==> config.mk <==
export PLATFORM = sky130hd
export DESIGN_NAME = pixel_word_packer
export DESIGN_NICKNAME = d
export VERILOG_FILES = /design/src/rtl/pixel_word_packer.sv
export SDC_FILE = /design/constraint.sdc
export NUM_CORES = 1
export LEC_CHECK = 0
export BUFFER_PORTS_ARGS = -buffer_cell sky130_fd_sc_hd__buf_4
export CORE_UTILIZATION = 45
export DETAILED_ROUTE_END_ITERATION = 10
export HOLD_SLACK_MARGIN = 0.1
export PLACE_DENSITY = 0.73
export RECOVER_POWER = 50
export SYNTH_ARGS = -nofsm -noshare
export SYNTH_HDL_FRONTEND = slang
export SYNTH_SLANG_ARGS = --single-unit
==> constraint.sdc <==
create_clock -name clk -period 7.01 [get_ports clk]
set_input_delay 0 -clock clk [delete_from_list [all_inputs] [get_ports clk]]
set_output_delay 0 -clock clk [all_outputs]
set_load 0.02 [all_outputs]
==> src/rtl/pixel_word_packer.sv <==
// Packs PIXWIDTH-bit pixels LSB-first into DATAWIDTH-bit words for the write-master FIFO,
// flushing a zero-padded partial word at frame end and counting the words pushed.
module pixel_word_packer #(
   parameter int PIXWIDTH  = 8,
   parameter int DATAWIDTH = 32,
   parameter int CNTWIDTH  = 30
) (
   input  logic                 clk,
   input  logic                 reset,
   input  logic                 frame_start,
   input  logic                 frame_end,
   input  logic                 pix_valid,
   input  logic [PIXWIDTH-1:0]  pix_data,
   output logic                 pix_ready,
   output logic                 user_write_buffer,
   output logic [DATAWIDTH-1:0] user_buffer_data,
   input  logic                 user_buffer_full,
   output logic [CNTWIDTH-1:0]  words_written,
   output logic                 flush_done
);

   localparam int LANES = DATAWIDTH / PIXWIDTH;
   localparam int LW    = (LANES > 1) ? $clog2(LANES) : 1;

   typedef enum logic [1:0] {IDLE, RUN, FLUSH} state_t;

   state_t               state_q, state_d;
   logic [LW-1:0]        lane_q, lane_d;
   logic [DATAWIDTH-1:0] pack_q, pack_d;
   logic [DATAWIDTH-1:0] out_q, out_d;
   logic                 out_valid_q, out_valid_d;
   logic [CNTWIDTH-1:0]  cnt_q, cnt_d;
   logic                 flush_done_q, flush_done_d;

   logic out_free, wr, acc, last_lane;

   // The out register can take a new word if empty or being written this cycle.
   assign out_free  = ~out_valid_q | ~user_buffer_full;
   assign wr        = out_valid_q & ~user_buffer_full;
   assign pix_ready = (state_q == RUN) & out_free;
   assign acc       = pix_valid & pix_ready;
   assign last_lane = (lane_q == LW'(LANES - 1));

   assign user_write_buffer = wr;
   assign user_buffer_data  = out_q;
   assign words_written     = cnt_q;
   assign flush_done        = flush_done_q;

   always_comb begin
      state_d      = state_q;
      lane_d       = lane_q;
      pack_d       = pack_q;
      out_d        = out_q;
      out_valid_d  = out_valid_q & ~wr;
      cnt_d        = wr ? cnt_q + CNTWIDTH'(1) : cnt_q;
      flush_done_d = 1'b0;
      unique case (state_q)
         IDLE: begin
            if (frame_start) begin
               state_d = RUN;
               lane_d  = '0;
               pack_d  = '0;
               cnt_d   = '0;
            end
         end
         RUN: begin
            if (acc) begin
               pack_d[PIXWIDTH*int'(lane_q) +: PIXWIDTH] = pix_data;
               if (last_lane) begin
                  out_d       = pack_d;
                  out_valid_d = 1'b1;
                  pack_d      = '0;
                  lane_d      = '0;
               end else begin
                  lane_d = lane_q + LW'(1);
               end
            end
            if (frame_end) state_d = FLUSH;
         end
         FLUSH: begin
            if (lane_q != '0) begin
               if (out_free) begin
                  out_d       = pack_q;
                  out_valid_d = 1'b1;
                  pack_d      = '0;
                  lane_d      = '0;
               end
            end else if (!out_valid_q) begin
               state_d      = IDLE;
               flush_done_d = 1'b1;
            end
         end
         default: state_d = IDLE;
      endcase
   end

   always_ff @(posedge clk or negedge reset) begin
      if (!reset) begin
         state_q      <= IDLE;
         lane_q       <= '0;
         pack_q       <= '0;
         out_q        <= '0;
         out_valid_q  <= 1'b0;
         cnt_q        <= '0;
         flush_done_q <= 1'b0;
      end else begin
         state_q      <= state_d;
         lane_q       <= lane_d;
         pack_q       <= pack_d;
         out_q        <= out_d;
         out_valid_q  <= out_valid_d;
         cnt_q        <= cnt_d;
         flush_done_q <= flush_done_d;
      end
   end

endmodule
# Word level (Yosys, flattened, before mapping)
# Cells that the tools add are included.
# word_totals
wordCells	72
reg_bits	100
# classes
shifts	2
n_addsub	3
n_mux	34
bitwise	8
eq_ne	11
reduce_logical	7
# ops
operator	n
2-to-1 mux 32 bit	9
case mux 32 bit (3 select lines)	1
2-to-1 mux 30 bit	3
case mux 32 bit (2 select lines)	1
negation 5 -> 33 bit	1
variable shift 8 x 33 -> 32 bit, first input constant	1
variable part select 8 x 33 -> 32 bit	1
bitwise mux 32 bit	1
adder 30 x 1 -> 30 bit, second input constant	1
2-to-1 mux 2 bit	9
inequality test 2 bit, second input constant	8
case mux 2 bit (3 select lines)	2
AND reduction 5 bit	2
2-to-1 mux 1 bit	7
AND 1 bit	4
== test 2 bit, second input constant	2
AND reduction 4 bit	1
nonzero test 2 bit	2
inverter 1 bit	3
nonzero test 3 bit	1
adder 2 x 1 -> 2 bit, second input constant	1
== test 2 x 1 -> 1 bit, second input constant	1
zero test 2 bit	1
case mux 1 bit (2 select lines)	1
OR 1 bit	1

# Logic depth before layout (Yosys ltp)
# depth
depth_word	7
mapped_depth	8

# Worst setup path before layout
# No wires, ideal clock.
# synth_path
kind	flip-flop to flip-flop
start	register lane_q[0]
end	register pack_q[10]
setup_ns	0.067
stages_incl_launch_ff	7
slack_ns	4.701
synth_period_minus_slack_ns	2.309
arrival_ns	2.243
cell_sequence	dfrtp_1 -> inv_1 -> ha_1 -> or3b_2 -> or2_2 -> nor4_4 -> a22o_1
# synth_via
elab_chain_len	6
word_cells_on_any_way	11
# synth_lines
element	line	rtl
from (decl)	28	logic [LW-1:0] lane_q, lane_d;
from (signal assigned)	108	lane_q <= lane_d;
negation 5 -> 33 bit	68	pack_d[PIXWIDTH*int'(lane_q) +: PIXWIDTH] = pix_data;
variable part select 8 x 33 -> 32 bit or variable shift 8 x 33 -> 32 bit (tied branches)	68	
bitwise mux 32 bit	68	
2-to-1 mux 32 bit	69	if (last_lane) begin
2-to-1 mux 32 bit	67	if (acc) begin
case mux 32 bit (3 select lines)	57	unique case (state_q)
to (signal assigned)	109	pack_q <= pack_d;
to (decl)	29	logic [DATAWIDTH-1:0] pack_q, pack_d;
# Parallel ways exist; a longest one is shown, timed or not. The select of a mux whose other input is x is not followed.
# A chain may end at the register's enable or synchronous reset.

# Worst setup path after layout
# layout_path
start	register lane_q[0]
end	register out_q[18], in the netlist user_buffer_data[18]
# layout_via
elab_chain_len	6
word_cells_on_any_way	12
# layout_lines
element	line	rtl
negation 5 -> 33 bit	68	
variable part select 8 x 33 -> 32 bit or variable shift 8 x 33 -> 32 bit (tied branches)	68	
bitwise mux 32 bit	68	
2-to-1 mux 32 bit	69	
2-to-1 mux 32 bit	67	
case mux 32 bit (2 select lines)	57	
to (signal assigned)	110	out_q <= out_d;
to (decl)	30	logic [DATAWIDTH-1:0] out_q, out_d;
# Parallel ways exist; a longest one is shown, timed or not. The select of a mux whose other input is x is not followed.

==> impl_metrics.py <==
metrics = {
    "synth": {
        "synth-main-ff-cell": "dfrtp_1",
        "yosys.area.top_type_share": 0.541,
        "synth-simple-area-share": 0.170,
        "asyncSetResetFlopFracSynth": 1.00,
        "synthAdderAreaFrac": 0.0298,
        "synth_warnings": 0,
        "synth_cells": 439,
        "synthXorXnorAreaFrac": 0.0227,
        "synthTopCellsByCount": "dfrtp_1 (100), a21oi_1 (53), nor2_1 (49), a22oi_1 (33), a22o_1 (25)",
        "synth_area_per_cell_um2": 10.5,
        "synth_nets": 464,
        "synth_seq_cells": 100,
        "synth_compound_area_frac": 0.202,
        "synth_top_family_by_area": "compound AO/OA/AOI/OAI gates",
        "ys_seq_area_frac": 0.541,
        "synth_cell_types": 44,
        "yosysMostFrequentCell": "dfrtp_1",
        "synthTopCellsByArea": "dfrtp_1 (54%), a21oi_1 (5.7%), a22oi_1 (5.4%)",
        "synth_largest_area_cell": "dfrtp_1",
        "netlist_area_mm2": 0.00462,
        "synth_edf_count": 0,
        "yosys-mux-area-fraction": 0.00677,
    },
    "detailed_routing": {
        "vias": 3763,
        "viasPerCell": 5.70,
        "drcViolationCount": 0,
        "dr.first_iter.drc_count": 193,
        "antenna_left": 0,
        "wl_per_cell_um": 16.2,
        "drtPass1Iterations": 5,
        "drt_wl_total_um": 10700,
    },
    "timing": {
        "setup-violations-final": 0,
        "skew_ns": 0.0120,
        "timing.final.hold_violations": 0,
        "rsz0062_at_grt": "no",
        "timing.fmax_ghz": 0.344,
        "tns_ns": 0,
        "hold_slack_ns": 0.103,
        "slew_viol_final": 40,
        "slew_headroom": -0.391,
        "fin_crit_sh": 0.415,
        "min_period_ns": 2.91,
        "tightest_slew_ns": 2.09,
    },
    "place": {
        "place.gp.congestion": 0.813,
        "portBuffers": 78,
        "dp_cells": 632,
        "dp_hpwl_um": 7250,
    },
    "global_routing": {
        "overflow": 0,
        "antenna_found_initial": 0,
        "grt_pass1_vias": 3494,
        "grt.met1_usage": 0.294,
        "track_usage": 0.212,
        "use_met2": 0.340,
        "busiest_layer": "met2",
        "grt_first_pass_wirelength_um": 17400,
        "grtUsageMet3": 0.0410,
        "grt_max_degree": 63,
    },
    "clocking": {
        "htree_num_levels": 3,
        "clock_latency_ns": 0.36,
        "cts.repair.resized": 0,
        "cts_buffers": 9,
        "clockRootBuffer": "clkbuf_8",
        "cts_sinks": 100,
        "cts_max_path_buffers": 2,
        "clk_pin_slew_ns": 0.10,
        "tritoncts": "done",
    },
    "critical_path": {
        "critPathLaunchType": "register",
        "crit_path_max_fanout": 33,
        "r2r_cells": 7,
        "critPathCaptureType": "register",
        "arrival_ns": 3.19,
        "r2r_start": "lane_q[0]",
        "ff2ff_setup_slack_ns": 4.10,
        "required_ns": 7.29,
        "reg2reg_to": "user_buffer_data[18]",
        "worstSetupPathType": "reg -> reg",
    },
    "power_and_ir_drop": {
        "peakVddDrop_mv": 0.210,
        "cellPowerDensity_mw_per_mm2": 356,
        "power.leakage_nw": 2.26,
        "fin_total_pwr_mw": 1.92,
    },
    "floorplan": {
        "core_area_mm2": 0.00986,
        "dieArea_mm2": 0.0107,
        "die_h_um": 103,
        "pin_count": 79,
        "initial_core_util": 0.469,
        "placementRows": 36,
        "die_w_um": 103,
    },
    "worst_hold_path": {
        "min_to": "state_q[0]",
        "min_from": "frame_end",
        "hold_path_class": "in -> reg",
        "hold_depth": 5,
    },
    "layout": {
        "diodes": 0,
        "layout-drive-gt1-share": 0.0873,
        "nFillCells": 893,
        "finalNetCount": 547,
        "fin_util": 0.547,
        "multiInputGateArea_mm2": 0.00200,
        "areaGrowthSynthToFinish_pct": 16.8,
        "stdcell_count": 660,
        "regArea_mm2": 0.00250,
    },
    "run_status": {
        "status": "finished, violations left",
        "violations": "max-capacitance violations, max-slew violations",
    },
    "job": {
        "drv_cap": 1,
    },
}
[stage by stage]
step	instance area, um^2	setup WS, ns
floorplan	4620	4.70
global placement	5320	4.28
detailed placement	5320	4.13
CTS	5640	4.09
global route	5400	3.82
finish	5400	4.10
[power breakdown]
group	internal (mW)	switching (mW)
combinational	0.225	0.541
sequential	0.707	0.0794
clock	0.158	0.211
[worst max-delay path, stage by stage (launching register included)]
cell and delay (ns):
dfrtp_1 0.50, inv_1 0.16, ha_1 0.30, a21o_1 0.22, a221oi_4 0.97, buf_4 0.45
nor2_1 0.08, a21oi_1 0.12
[registers in the layout, summed over array words and instances (netlist names)]
signal / cells
lane_q: 2
pack_q: 32
user_buffer_data: 32
words_written: 30
out_valid_q: 1
state_q: 2
flush_done: 1
[final cells by class]
type | instances | area share
inverter | 12 | 0.00834
sequential | 100 | 0.463
clock inverter | 5 | 0.00950
clock buffer | 11 | 0.0280
multi-input combinational | 307 | 0.371
timing repair buffer | 92 | 0.0890
tap | 133 | 0.0308
[cells by family after synthesis]
family / count (synthesis)
mux: 3
buf+inv: 32
simple gates: 141
xor+xnor: 12
flops: 100
fa+ha+maj: 11
compound gates: 140
[worst max path at each step]
| stage | from | endpoint | slack (ns) | cells past startpoint |
|---|---|---|---|---|
| final | lane_q[0] | user_buffer_data[18] | 4.10 | 7 |
| after global routing | lane_q[0] | user_buffer_data[18] | 3.82 | 7 |
| after CTS | lane_q[0] | user_buffer_data[18] | 4.09 | 7 |
| after detailed placement | lane_q[0] | user_buffer_data[15] | 4.13 | 7 |
| after global placement | lane_q[0] | user_buffer_data[19] | 4.28 | 7 |
| after floorplan | lane_q[0] | pack_q[10] | 4.70 | 6 |
[timing repair]
action	CTS	global route
hold buffers	12	0
endpoints found under the hold margin	96	0
buffers inserted	0	0
[layout by cell type (no fill, tap or decap), types with 2 or more instances in the layout]
cell,instances
dfrtp_1,100
clkbuf_1,64
a21oi_1,53
nor2_1,49
a22oi_1,33
a22o_1,25
nand2_1,20
buf_4,16
or4_1,14
inv_1,12
dlygate4sd3_1,12
o21ai_0,11
o31ai_1,11
ha_1,11
clkbuf_8,11
nand3_1,9
and2_1,9
xnor2_1,9
or3_1,6
nor4_1,5
nand4_1,4
or2_2,4
nor3_1,4
xor2_1,3
nand2b_1,3
o211ai_1,3
inv_8,3
nor2b_1,2
mux2i_1,2
nor4_2,2
[metal layers]
layer	wire, um	part of all wire
met1	4880	0.46
met2	5160	0.48
met3	510	0.048
met4	141	0.013
met5	0	0
Note: power is estimated with default switching activity, not from simulation.
